--- config.mk ---
export PLATFORM = sky130hd
export DESIGN_NAME = display_scanner
export DESIGN_NICKNAME = d
export VERILOG_FILES = /design/src/rtl/display_pkg.sv /design/src/rtl/hex_to_ascii.sv /design/src/rtl/display_scanner.sv
export SDC_FILE = /design/constraint.sdc
export NUM_CORES = 1
export LEC_CHECK = 0
export CAP_MARGIN = 10
export CORE_MARGIN = 2
export CORE_UTILIZATION = 55
export CTS_CLUSTER_SIZE = 28
export DETAILED_ROUTE_END_ITERATION = 10
export PLACE_DENSITY = 0.85
export SETUP_SLACK_MARGIN = 0.05
export SKIP_LAST_GASP = 1
export SLEW_MARGIN = 15
export SYNTH_ARGS = -nofsm -noshare
export SYNTH_HDL_FRONTEND = slang
export SYNTH_SLANG_ARGS = --single-unit
--- constraint.sdc ---
create_clock -name clk -period 4.83 [get_ports clk]
set_input_delay 1.449 -clock clk [delete_from_list [all_inputs] [get_ports clk]]
set_output_delay 1.449 -clock clk [all_outputs]
set_load 0.005 [all_outputs]
--- src/rtl/display_pkg.sv ---
// Shared constants and types for the display-block scanner and its key accumulator.
package display_pkg;

    localparam int unsigned NUM_BLOCKS_DEFAULT = 44;
    localparam int unsigned CHARS_PER_BLOCK    = 14;
    localparam int unsigned NAME_CHARS         = 5;

    localparam int unsigned BLOCK_W = 6;
    localparam int unsigned POS_W   = 4;
    localparam int unsigned NAME_W  = 40;
    localparam int unsigned VALUE_W = 32;
    localparam int unsigned KEY_W   = 5;
    localparam int unsigned CHAR_W  = 8;

    localparam logic [KEY_W-1:0] KEY_BS    = 5'd16;
    localparam logic [KEY_W-1:0] KEY_ENTER = 5'd17;
    localparam logic [KEY_W-1:0] KEY_CLR   = 5'd18;

    localparam logic [CHAR_W-1:0] COLON = 8'h3A;
    localparam logic [CHAR_W-1:0] SPACE = 8'h20;

    typedef enum logic [2:0] {
        GAP,
        REQ,
        WAIT,
        EMIT,
        NEXT
    } scan_state_t;

    // One block's captured response, held while its characters are emitted.
    typedef struct packed {
        logic [NAME_W-1:0]  name;
        logic [VALUE_W-1:0] value;
    } block_t;

endpackage

--- src/rtl/hex_to_ascii.sv ---
// Maps one hex nibble to its upper-case ASCII digit.
module hex_to_ascii (
    input  logic [3:0] nibble,
    output logic [7:0] ascii_c
);

    always_comb begin
        if (nibble < 4'd10) begin
            ascii_c = 8'h30 + 8'(nibble);
        end else begin
            ascii_c = 8'h41 + 8'(nibble - 4'd10);
        end
    end

endmodule

--- src/rtl/display_scanner.sv ---
// Sweeps the display blocks, serializes each valid block into a 14-char ASCII stream,
// and assembles hex keypad events into committed input values.
module display_scanner
    import display_pkg::*;
#(
    parameter int unsigned NUM_BLOCKS = NUM_BLOCKS_DEFAULT,
    parameter int unsigned FRAME_GAP  = 1000
) (
    input  logic        clk,
    input  logic        resetn,
    output logic [5:0]  display_number,
    input  logic        display_valid,
    input  logic [39:0] display_name,
    input  logic [31:0] display_value,
    output logic        char_valid,
    input  logic        char_ready,
    output logic [7:0]  char_data,
    output logic [5:0]  char_block,
    output logic [3:0]  char_pos,
    output logic        frame_done,
    input  logic        key_valid,
    input  logic [4:0]  key_code,
    output logic [31:0] edit_value,
    output logic        input_valid,
    output logic [31:0] input_value
);

    localparam int unsigned GAP_W = (FRAME_GAP > 1) ? $clog2(FRAME_GAP) : 1;

    localparam logic [POS_W-1:0]   LAST_POS   = POS_W'(CHARS_PER_BLOCK - 1);
    localparam logic [POS_W-1:0]   COLON_POS  = POS_W'(NAME_CHARS);
    localparam logic [BLOCK_W-1:0] LAST_BLOCK = BLOCK_W'(NUM_BLOCKS);
    localparam logic [GAP_W-1:0]   GAP_RELOAD = GAP_W'(FRAME_GAP - 1);

    scan_state_t        state, state_d;
    logic [BLOCK_W-1:0] blk, blk_d;
    logic [GAP_W-1:0]   gap_cnt, gap_d;
    block_t             buf_q, buf_d;

    logic [BLOCK_W-1:0] number_d;
    logic               valid_d;
    logic [CHAR_W-1:0]  data_d;
    logic [BLOCK_W-1:0] block_d;
    logic [POS_W-1:0]   pos_d;
    logic               done_d;

    logic [POS_W-1:0]   fetch_pos;
    block_t             src;
    logic [CHAR_W-1:0]  name_byte;
    logic [3:0]         nibble;
    logic [CHAR_W-1:0]  hex_char;
    logic [CHAR_W-1:0]  char_next;

    // Next character to present: pos 0 straight from the responder at the end of WAIT,
    // later positions from the captured block buffer.
    always_comb begin
        fetch_pos = (state == WAIT) ? '0 : char_pos + 4'd1;
        src       = (state == WAIT) ? block_t'({display_name, display_value}) : buf_q;
        name_byte = 8'h00;
        nibble    = 4'h0;
        case (fetch_pos)
            4'd0:    name_byte = src.name[39:32];
            4'd1:    name_byte = src.name[31:24];
            4'd2:    name_byte = src.name[23:16];
            4'd3:    name_byte = src.name[15:8];
            4'd4:    name_byte = src.name[7:0];
            4'd6:    nibble    = src.value[31:28];
            4'd7:    nibble    = src.value[27:24];
            4'd8:    nibble    = src.value[23:20];
            4'd9:    nibble    = src.value[19:16];
            4'd10:   nibble    = src.value[15:12];
            4'd11:   nibble    = src.value[11:8];
            4'd12:   nibble    = src.value[7:4];
            4'd13:   nibble    = src.value[3:0];
            default: ;
        endcase
    end

    hex_to_ascii u_hex_to_ascii (
        .nibble  (nibble),
        .ascii_c (hex_char)
    );

    always_comb begin
        if (fetch_pos < COLON_POS) begin
            char_next = (name_byte == 8'h00) ? SPACE : name_byte;
        end else if (fetch_pos == COLON_POS) begin
            char_next = COLON;
        end else begin
            char_next = hex_char;
        end
    end

    // Scanner state and registered outputs.
    always_ff @(posedge clk) begin
        if (!resetn) begin
            state          <= GAP;
            blk            <= '0;
            gap_cnt        <= '0;
            buf_q          <= '0;
            display_number <= '0;
            char_valid     <= 1'b0;
            char_data      <= '0;
            char_block     <= '0;
            char_pos       <= '0;
            frame_done     <= 1'b0;
        end else begin
            state          <= state_d;
            blk            <= blk_d;
            gap_cnt        <= gap_d;
            buf_q          <= buf_d;
            display_number <= number_d;
            char_valid     <= valid_d;
            char_data      <= data_d;
            char_block     <= block_d;
            char_pos       <= pos_d;
            frame_done     <= done_d;
        end
    end

    // Reset leaves the FSM in GAP with an expired counter, so scanning starts at block 1
    // on the first cycle out of reset.
    always_comb begin
        state_d  = state;
        blk_d    = blk;
        gap_d    = gap_cnt;
        buf_d    = buf_q;
        number_d = display_number;
        valid_d  = char_valid;
        data_d   = char_data;
        block_d  = char_block;
        pos_d    = char_pos;
        done_d   = 1'b0;

        case (state)
            GAP: begin
                if (gap_cnt == '0) begin
                    state_d  = REQ;
                    blk_d    = 6'd1;
                    number_d = 6'd1;
                end else begin
                    gap_d = gap_cnt - GAP_W'(1);
                end
            end

            REQ: begin
                state_d = WAIT;
            end

            WAIT: begin
                buf_d = src;
                if (display_valid) begin
                    state_d = EMIT;
                    valid_d = 1'b1;
                    data_d  = char_next;
                    block_d = blk;
                    pos_d   = '0;
                end else begin
                    state_d = NEXT;
                end
            end

            EMIT: begin
                if (char_valid && char_ready) begin
                    if (char_pos == LAST_POS) begin
                        valid_d = 1'b0;
                        state_d = NEXT;
                    end else begin
                        pos_d  = fetch_pos;
                        data_d = char_next;
                    end
                end
            end

            NEXT: begin
                if (blk == LAST_BLOCK) begin
                    state_d  = GAP;
                    gap_d    = GAP_RELOAD;
                    number_d = '0;
                    done_d   = 1'b1;
                end else begin
                    state_d  = REQ;
                    blk_d    = blk + 6'd1;
                    number_d = blk + 6'd1;
                end
            end

            default: begin
                state_d = GAP;
                gap_d   = '0;
            end
        endcase
    end

    // Keypad accumulator, independent of the scanner.
    always_ff @(posedge clk) begin
        if (!resetn) begin
            edit_value  <= '0;
            input_value <= '0;
            input_valid <= 1'b0;
        end else begin
            input_valid <= 1'b0;
            if (key_valid) begin
                if (key_code < KEY_BS) begin
                    edit_value <= {edit_value[27:0], key_code[3:0]};
                end else begin
                    case (key_code)
                        KEY_BS:    edit_value <= edit_value >> 4;
                        KEY_CLR:   edit_value <= '0;
                        KEY_ENTER: begin
                            input_value <= edit_value;
                            input_valid <= 1'b1;
                            edit_value  <= '0;
                        end
                        default: ;
                    endcase
                end
            end
        end
    end

endmodule

---- After elaboration in Yosys (flattened, before gate mapping) ----
Cells that the tools add are included.
word-level totals
  register bits ........................... 182
  word-level logic and storage cells ...... 116
  output and inout port bits .............. 91
  bits of input ports ..................... 82
operators by class
  magnitude comparators ................... 3
  mux-type cells .......................... 38
  bitwise gates (word level) .............. 4
  reduce and logical (&&, ||, !) cells .... 21
  equality and inequality tests ........... 30
  $add $sub $neg .......................... 6
operators by type and width
  kind                                                  number
  2-to-1 mux 72 bit                                     1
  case mux 32 bit (2 select lines)                      1
  2-to-1 mux 8 bit                                      7
  case mux 8 bit (5 select lines)                       1
  2-to-1 mux 32 bit                                     1
  case mux 4 bit (8 select lines)                       1
  case mux 10 bit (3 select lines)                      1
  equality test 4 bit (second input constant)           7
  case mux 6 bit (2 select lines)                       2
  2-to-1 mux 10 bit                                     2
  2-to-1 mux 6 bit                                      3
  equality test 4 x 3 -> 1 bit (second input constant)  4
  2-to-1 mux 4 bit                                      4
  != test 2 bit (second input constant)                 8
  case mux 8 bit (2 select lines)                       1
  equality test 5 bit (second input constant)           3
  case mux 3 bit (5 select lines)                       1
  2-to-1 mux 3 bit                                      4
  AND reduction 3 bit                                   4
  zero test 10 bit                                      1
  subtractor 10 x 1 -> 10 bit (second input constant)   1
  adder 7 x 8 -> 8 bit (first input constant)           1
  equality test 4 x 2 -> 1 bit (second input constant)  2
  zero test 8 bit                                       1
  other kinds (25)                                      40

---- Depth between registers and ports, before layout ----
Gate-level depths: netlist (run 1).
  depth in word-level cells ............... 12
  gate-level depth with buffers ........... 14
  gate-level depth less buffers ........... 13

---- Cells and area by module ----
A second synthesis (run 1) with hierarchy kept.
second synthesis, totals
  cell total of the unflattened synthesis .. 1,021
  area total of the unflattened synthesis .. 7,981.4 um^2
modules (own cells, without submodules)
  module           area each (um^2)  times used  sequential area each (um^2)  cells each
  display_scanner  7,798.7           1           3,643.5                      993
  hex_to_ascii     182.7             1           0.0                          28

---- Least setup slack after synthesis (run 1) ----
OpenSTA, ideal clock, no wires.
  path type ............................... register to register
  from .................................... register char_pos[1]
  to ...................................... register char_data[4]
  data arrival time ....................... 2.878 ns
  setup slack ............................. 1.832 ns
  period minus slack after synthesis ...... 2.998 ns
  stages on the path, launching flop included .. 12
  setup time .............................. 0.120 ns
  buffers on the path ..................... 1
  required time ........................... 4.710 ns
  cells stage by stage .................... dfxtp_1 -> inv_1 -> ha_1 -> buf_1 -> mux4_2 -> a21oi_1 -> ha_1 -> inv_1 -> ha_1 -> and3b_1 -> xnor2_1 -> a211o_1
between the ends
  word-level cells in the longest chain between the ends .. 12
  elaborated cells on any way between the ends .. 35
  those cells by class .................... add/sub (4); order compare (2); eq/ne (15); mux (11); reduce/logical (3)
ends and longest elaborated chain
  what                                                                 line                    source
  start, declared                                                      display_scanner.sv:19   output logic [3:0] char_pos,
  start signal, assigned                                               display_scanner.sv:116  char_pos <= pos_d;
  adder 4 x 1 -> 4 bit                                                 display_scanner.sv:57   fetch_pos = (state == WAIT) ? '0 : char_pos + 4'd1;
  2-to-1 mux 4 bit                                                     display_scanner.sv:57
  equality test 4 bit or equality test 4 x 3 -> 1 bit (tied branches)  display_scanner.sv:61   case (fetch_pos)
  case mux 4 bit (8 select lines)                                      display_scanner.sv:61
  subtractor 4 x 4 -> 5 bit                                            hex_to_ascii.sv:11      ascii_c = 8'h41 + 8'(nibble - 4'd10);
  adder 7 x 8 -> 8 bit                                                 hex_to_ascii.sv:11
  2-to-1 mux 8 bit                                                     hex_to_ascii.sv:8       if (nibble < 4'd10) begin
  2-to-1 mux 8 bit                                                     display_scanner.sv:87   end else if (fetch_pos == COLON_POS) begin
  2-to-1 mux 8 bit                                                     display_scanner.sv:85   if (fetch_pos < COLON_POS) begin
  2-to-1 mux 8 bit                                                     display_scanner.sv:165  if (char_pos == LAST_POS) begin
  2-to-1 mux 8 bit                                                     display_scanner.sv:164  if (char_valid && char_ready) begin
  case mux 8 bit (2 select lines)                                      display_scanner.sv:135  case (state)
  end signal, assigned                                                 display_scanner.sv:114  char_data <= data_d;
  end, declared                                                        display_scanner.sv:17   output logic [7:0] char_data,
Several ways; a longest one is shown, not always the timed one. The select of a mux whose other input is x is not followed.
A chain may end at the register's enable or synchronous reset.

---- Worst setup path in the final report (run 1) ----
  from .................................... register state[2]
  to ...................................... register char_data[3]
between the ends
  word-level cells in the longest chain between the ends .. 12
  elaborated cells on any way between the ends .. 39
  those cells by class .................... add/sub (3); order compare (2); eq/ne (18); mux (12); reduce/logical (4)
ends and longest elaborated chain
  what                                                                 line                                                                  source
  start, declared                                                      display_scanner.sv:35                                                 scan_state_t state, state_d;
  start signal, assigned                                               display_scanner.sv:108                                                state <= state_d;
  equality test 3 x 2 -> 1 bit                                         display_scanner.sv:57, display_scanner.sv:58, display_scanner.sv:135
  2-to-1 mux 4 bit                                                     display_scanner.sv:57
  equality test 4 bit or equality test 4 x 3 -> 1 bit (tied branches)  display_scanner.sv:61
  case mux 4 bit (8 select lines)                                      display_scanner.sv:61
  subtractor 4 x 4 -> 5 bit                                            hex_to_ascii.sv:11
  adder 7 x 8 -> 8 bit                                                 hex_to_ascii.sv:11
  2-to-1 mux 8 bit                                                     hex_to_ascii.sv:8
  2-to-1 mux 8 bit                                                     display_scanner.sv:87
  2-to-1 mux 8 bit                                                     display_scanner.sv:85
  2-to-1 mux 8 bit                                                     display_scanner.sv:165
  2-to-1 mux 8 bit                                                     display_scanner.sv:164
  case mux 8 bit (2 select lines)                                      display_scanner.sv:135
Several ways; a longest one is shown, not always the timed one. The select of a mux whose other input is x is not followed.

==> results of run 1 <==
[worst paths after layout]
| kind | end | slack (ps) | start |
|---|---|---|---|
| setup / recovery | char_data[3] | 1100 | state[2] |
| hold / removal | buf_q[12] | 460 | buf_q[12] |
| setup reg to reg | char_data[3] | 1100 | state[2] |
| hold reg to reg | buf_q[12] | 460 | buf_q[12] |
[worst reg2reg max path, stage by stage (launching register included)]
cell and delay [ps]:
dfxtp_1 480, or3b_2 870, nand3_1 230, a2bb2oi_2 220, o32ai_1 100, a21oi_1 380, ha_1 240, inv_1 40
ha_1 250, o21ai_0 140, nor3_1 80, a2111oi_0 450, a21o_1 180
[layer usage]
layer | GRT usage | share of wire | wire length [um]
met5 | 0 | 0 | 0
met4 | 0.0814 | 0.016 | 333
met3 | 0.0469 | 0.053 | 1140
met2 | 0.421 | 0.47 | 10100
met1 | 0.371 | 0.46 | 9900
[cell families after synthesis]
family	Yosys count	synth area share
simple gates	424	0.232
compound gates	266	0.233
flops	182	0.438
buf+inv	82	0.0403
mux	20	0.0340
xor+xnor	9	0.00948
fa+ha+maj	9	0.0135
[final cells by class]
| type | count | area (um2) | area share |
|---|---|---|---|
| multi-input combinational | 728 | 4350 | 0.408 |
| sequential | 182 | 3640 | 0.342 |
| timing repair buffer | 182 | 1790 | 0.168 |
| clock buffer | 22 | 484 | 0.0454 |
| tap | 184 | 230 | 0.0216 |
| clock inverter | 10 | 118 | 0.0110 |
| inverter | 11 | 41.3 | 0.00387 |
[Yosys cell counts (all sizes together) (9+ instances only)]
master,instances,area (um2)
nand2,259,972
dfxtp,182,3640
a21boi,121,908
clkbuf,60,225
nor2,50,188
o21ai,34,170
nor3b,33,248
a221oi,29,254
a21oi,28,144
nor2b,22,138
nand3,16,85.1
a22oi,14,105
buf,11,68.8
inv,11,41.3
nor3,11,55.1
ha,9,113
[sequential cells by signal (all words and copies together) (netlist names)]
signal	cells
input_valid	1
edit_value	32
blk	6
gap_cnt	10
char_valid	1
char_pos	4
input_value	32
char_block	6
state	3
frame_done	1
display_number	6
buf_q	72
char_data	8
[power breakdown]
part	switching, mW	internal, mW
Sequential	0.0989	1.60
Combinational	0.357	0.296
Clock	0.587	0.821
==> results.toml, run 1 <==
[drt]
drt_iter0_markers = 708
vias_per_cell = 5.80
num_vias = 7653
wl_per_cell_um = 16.3
wirelength_um = 21400
drc_errors = 0
drtPass1Iterations = 5
ant_nets = 0

[critical_path]
cp.buffers_inverters = 1
required_ps = 5210
max_stage_delay_ps = 870
cpMostUsedCell = "ha_1"
rr_worst_depth = 12
cp-end-kind = "flip-flop"
cp_cell_sequence = "or3b_2 -> nand3_1 -> a2bb2oi_2 -> o32ai_1 -> a21oi_1 -> ha_1 -> inv_1 -> ha_1 -> o21ai_0 -> nor3_1 -> a2111oi_0 -> a21o_1"
cpMaxStageDelayCell = "or3b_2"
crit_family = "compound AO/OA/AOI/OAI gates"
crit_arrival_ps = 4100
crit_fanout = 36
cp_num_cells = 12
start_kind = "flip-flop"
crit_type = "reg -> reg"

[clock_tree]
cts_sinks = 182
cts_tree = "built"
clk_latency_ps = 430
post-cts-setup-buffer-count = 0
cts_resized = 0
cts_made_buffers = 17
cts_max_path_buffers = 2
holdBufCountCts = 0
h-tree-depth = 4
clk_pin_slew_worst_paths_ps = 70
clk_root_buffer_cell = "clkbuf_16"

[floorplanning]
die_h_um = 127
ioPinCount = 173
start_util = 0.568
core_area_um2 = 14600
die_w_um = 127
rows = 44
dieArea_um2 = 16100

[synthesis]
synthesis.area_um2 = 8320
syn_inst = 992
synthesis.nets = 1083
synth-edff-count = 0
postSynthAreaPerCell_um2 = 8.39
async_flop_share = 0
synth-seq-area-share = 0.438
yosysWarnings = 0
yosys_most_used_dff = "dfxtp_1"
yosys.cell_types.count = 61
ys_ff_latch = 182

[place]
pre_cts_slack_ps = 1270
dpl_cell_area_um2 = 10100
dp.cells = 1287
port_buffers = 172
post-dp-hpwl_um = 14300
place.gp.congestion = 0.863

[worst_hold_path]
whs_path_depth = 2
hold_path_class = "reg -> reg"

[timing]
hold_viol = 0
max_freq_ghz = 0.268
setup_viol = 0
rsz0062_at_grt = "false"
skew_ps = 5.82
worst_slack_ps = 1100
slew_violations = 0
worst_hold_slack_ps = 460
relSlewSlack = 0.294
fin_crit_ps = 3730
tightest_slew_ps = 1060
timing.setup.tns_ps = 0
fin_crit_sh = 0.771

[cells_and_area]
nets = 1213
drive_above_1_share = 0.0573
layout_commonest_cell = "nand2_1"
synthToLayoutAreaGrowth_pct = 28.1
layout_common_cells = "nand2_1, dfxtp_1, clkdlybuf4s50_1"
fillers = 1142
final_cells = 1319
final_util = 0.728
fin_area_um2 = 10700
n_antenna_cell = 0

[power_and_ir_drop]
p_leak_nw = 3.63
vdd_ir_drop_max_mv = 0.246
power_mw = 3.76
power.density_nw_per_um2 = 352

[global_route]
grt_pass1_wl_um = 35100
track_usage = 0.265
grt-ovfl-total = 0
antenna_found_initial = 0
grt_max_degree = 120
first_global_vias = 6982

[outcome]
status = "complete, no violations"

[job]
drv_cap = 0
Note: power is estimated with default switching activity, not from simulation.
==> run 2, diff against run 1 <==
--- a/config.mk
+++ b/config.mk
@@ -7,10 +7,10 @@
 export LEC_CHECK = 0
 export CAP_MARGIN = 10
 export CORE_MARGIN = 2
-export CORE_UTILIZATION = 55
+export CORE_UTILIZATION = 51
 export CTS_CLUSTER_SIZE = 28
 export DETAILED_ROUTE_END_ITERATION = 10
-export PLACE_DENSITY = 0.85
+export PLACE_DENSITY = 0.8
 export SETUP_SLACK_MARGIN = 0.05
 export SKIP_LAST_GASP = 1
 export SLEW_MARGIN = 15
==> constraint.sdc (replaced) <==
create_clock -name clk -period 3.5 [get_ports clk]
set_input_delay 1.05 -clock clk [delete_from_list [all_inputs] [get_ports clk]]
set_output_delay 1.05 -clock clk [all_outputs]
set_load 0.005 [all_outputs]
==> run 2 against run 1 <==
Net effect:
- register-to-register slack got worse by 710 ps
- non-clock buffer count rose by 8
- wire length rose by 1.6%
- combinational power rose by 38%
- final cell count rose by 3.0%
- sequential cell count did not move
- die area rose by 7.6%
- count of clock-buffer cells in the layout fell by 2
- clock skew rose by 6.5 ps
- critical path type unchanged
==> results.toml, run 2 (synthesis gave the netlist of run 1 again) <==
[outcome]
status = "complete, no violations"

[clock_tree]
cts_tree = "built"
holdBufCountCts = 0
cts_resized = 0
cts_made_buffers = 17
cts_max_path_buffers = 2
post-cts-setup-buffer-count = 0
cts_sinks = 182
clk_pin_slew_worst_paths_ps = 70
h-tree-depth = 4
clk_latency_ps = 430
clk_root_buffer_cell = "clkbuf_16"

[worst_hold_path]
hold_path_class = "reg -> reg"
whs_path_depth = 2

[global_route]
first_global_vias = 7045
grt_max_degree = 90
track_usage = 0.250
antenna_found_initial = 0
grt_pass1_wl_um = 35800
grt-ovfl-total = 0

[timing]
setup_viol = 0
tightest_slew_ps = 717
slew_violations = 0
hold_viol = 0
worst_slack_ps = 392
fin_crit_ps = 3110
fin_crit_sh = 0.888
timing.setup.tns_ps = 0
rsz0062_at_grt = "false"
relSlewSlack = 0.520
skew_ps = 12.3
max_freq_ghz = 0.322

[cells_and_area]
largest_register_ffs = 72
n_antenna_cell = 0
fillers = 1353
top_regs = "buf_q (72), edit_value (32), input_value (32)"
largest-register = "buf_q"
layout_common_cells = "nand2_1, dfxtp_1, clkdlybuf4s50_1"
multi_input_area_um2 = 4360
nets = 1221
synthToLayoutAreaGrowth_pct = 29.1
layout_commonest_cell = "nand2_1"
drive_above_1_share = 0.0656
seqCellArea_um2 = 3640

[critical_path]
required_ps = 3870
start_kind = "flip-flop"
cp-end-kind = "flip-flop"
crit_fanout = 8
crit_type = "reg -> reg"
rr_worst_depth = 13
crit_arrival_ps = 3480

[drt]
drt_iter0_markers = 845
wl_per_cell_um = 16.0
drc_errors = 0
ant_nets = 0
wirelength_um = 21800
num_vias = 7560
vias_per_cell = 5.56
drtPass1Iterations = 5

[power_and_ir_drop]
vdd_ir_drop_max_mv = 0.336
power.density_nw_per_um2 = 472
p_leak_nw = 3.65

[floorplanning]
die_w_um = 132
dieArea_um2 = 17300
start_util = 0.524
core_area_um2 = 15900
ioPinCount = 173
die_h_um = 132
rows = 46

[place]
port_buffers = 172
place.gp.congestion = 0.959
post-dp-hpwl_um = 15100
pre_cts_slack_ps = 288

[job]
drv_cap = 0
-- run 2: cell types whose count changed in the layout (fill, tap and decap cells not counted), moves of 2 or more --
cell | before | now
buf_4 | 11 | 18
clkinvlp_4 | 1 | 3
clkinv_2 | 3 | 5
clkbuf_8 | 4 | 2
inv_6 | 3 | 1
-- run 2: final timing paths --
| path | start | to | slack (ps) |
|---|---|---|---|
| max | char_pos[1] | char_data[3] | 390 |
| min | input_value[5] | input_value[5] | 460 |
| max reg2reg | char_pos[1] | char_data[3] | 390 |
| min reg2reg | input_value[5] | input_value[5] | 460 |
-- run 2: report_power, final --
part | leakage, nW | internal, mW | switching [mW]
Clock | 0.272 | 1.01 | 0.810
Combinational | 1.90 | 0.413 | 0.490
Sequential | 1.47 | 2.20 | 0.134
Total | 3.65 | 3.63 | 1.43
-- run 2: through the flow --
| step | hold slack (ps) | power (mW) | utilization | cell area, um2 | std cells |
|---|---|---|---|---|---|
| 2_1_floorplan | 436 | 2.93 | - | 8320 | 992 |
| 3_3_place_gp | 447 | 3.25 | 0.640 | 10200 | 1327 |
| 3_5_place_dp | 455 | 3.27 | 0.640 | 10200 | 1327 |
| 4_1_cts | 464 | 5.08 | 0.675 | 10700 | 1359 |
| 5_1_grt | 480 | 5.30 | 0.676 | 10700 | 1359 |
| 6_report | 461 | 5.07 | 0.676 | 10700 | 1359 |
-- run 2: area by class of cell --
cell class | instances | share of cell area
clock inverter | 12 | 0.00967
timing repair buffer | 190 | 0.174
multi-input combinational | 728 | 0.406
tap | 216 | 0.0252
sequential | 182 | 0.339
clock buffer | 20 | 0.0425
inverter | 11 | 0.00385
-- run 2: metal layers --
layer	routed length (um)	track usage
met4	274	0.0719
met3	1190	0.0598
met5	0	0
met1	10100	0.338
met2	10200	0.400
-- run 2: critical path, cell delays in order, from the launching register on --
cell and delay (ps):
dfxtp_1 470, ha_2 280, and2b_1 220, a21oi_2 270
a2bb2oi_2 250, o32ai_1 120, a21oi_2 190, ha_1 170
inv_1 40, ha_1 250, o21ai_0 150, nor3_1 80
a2111oi_1 380, a21o_1 170
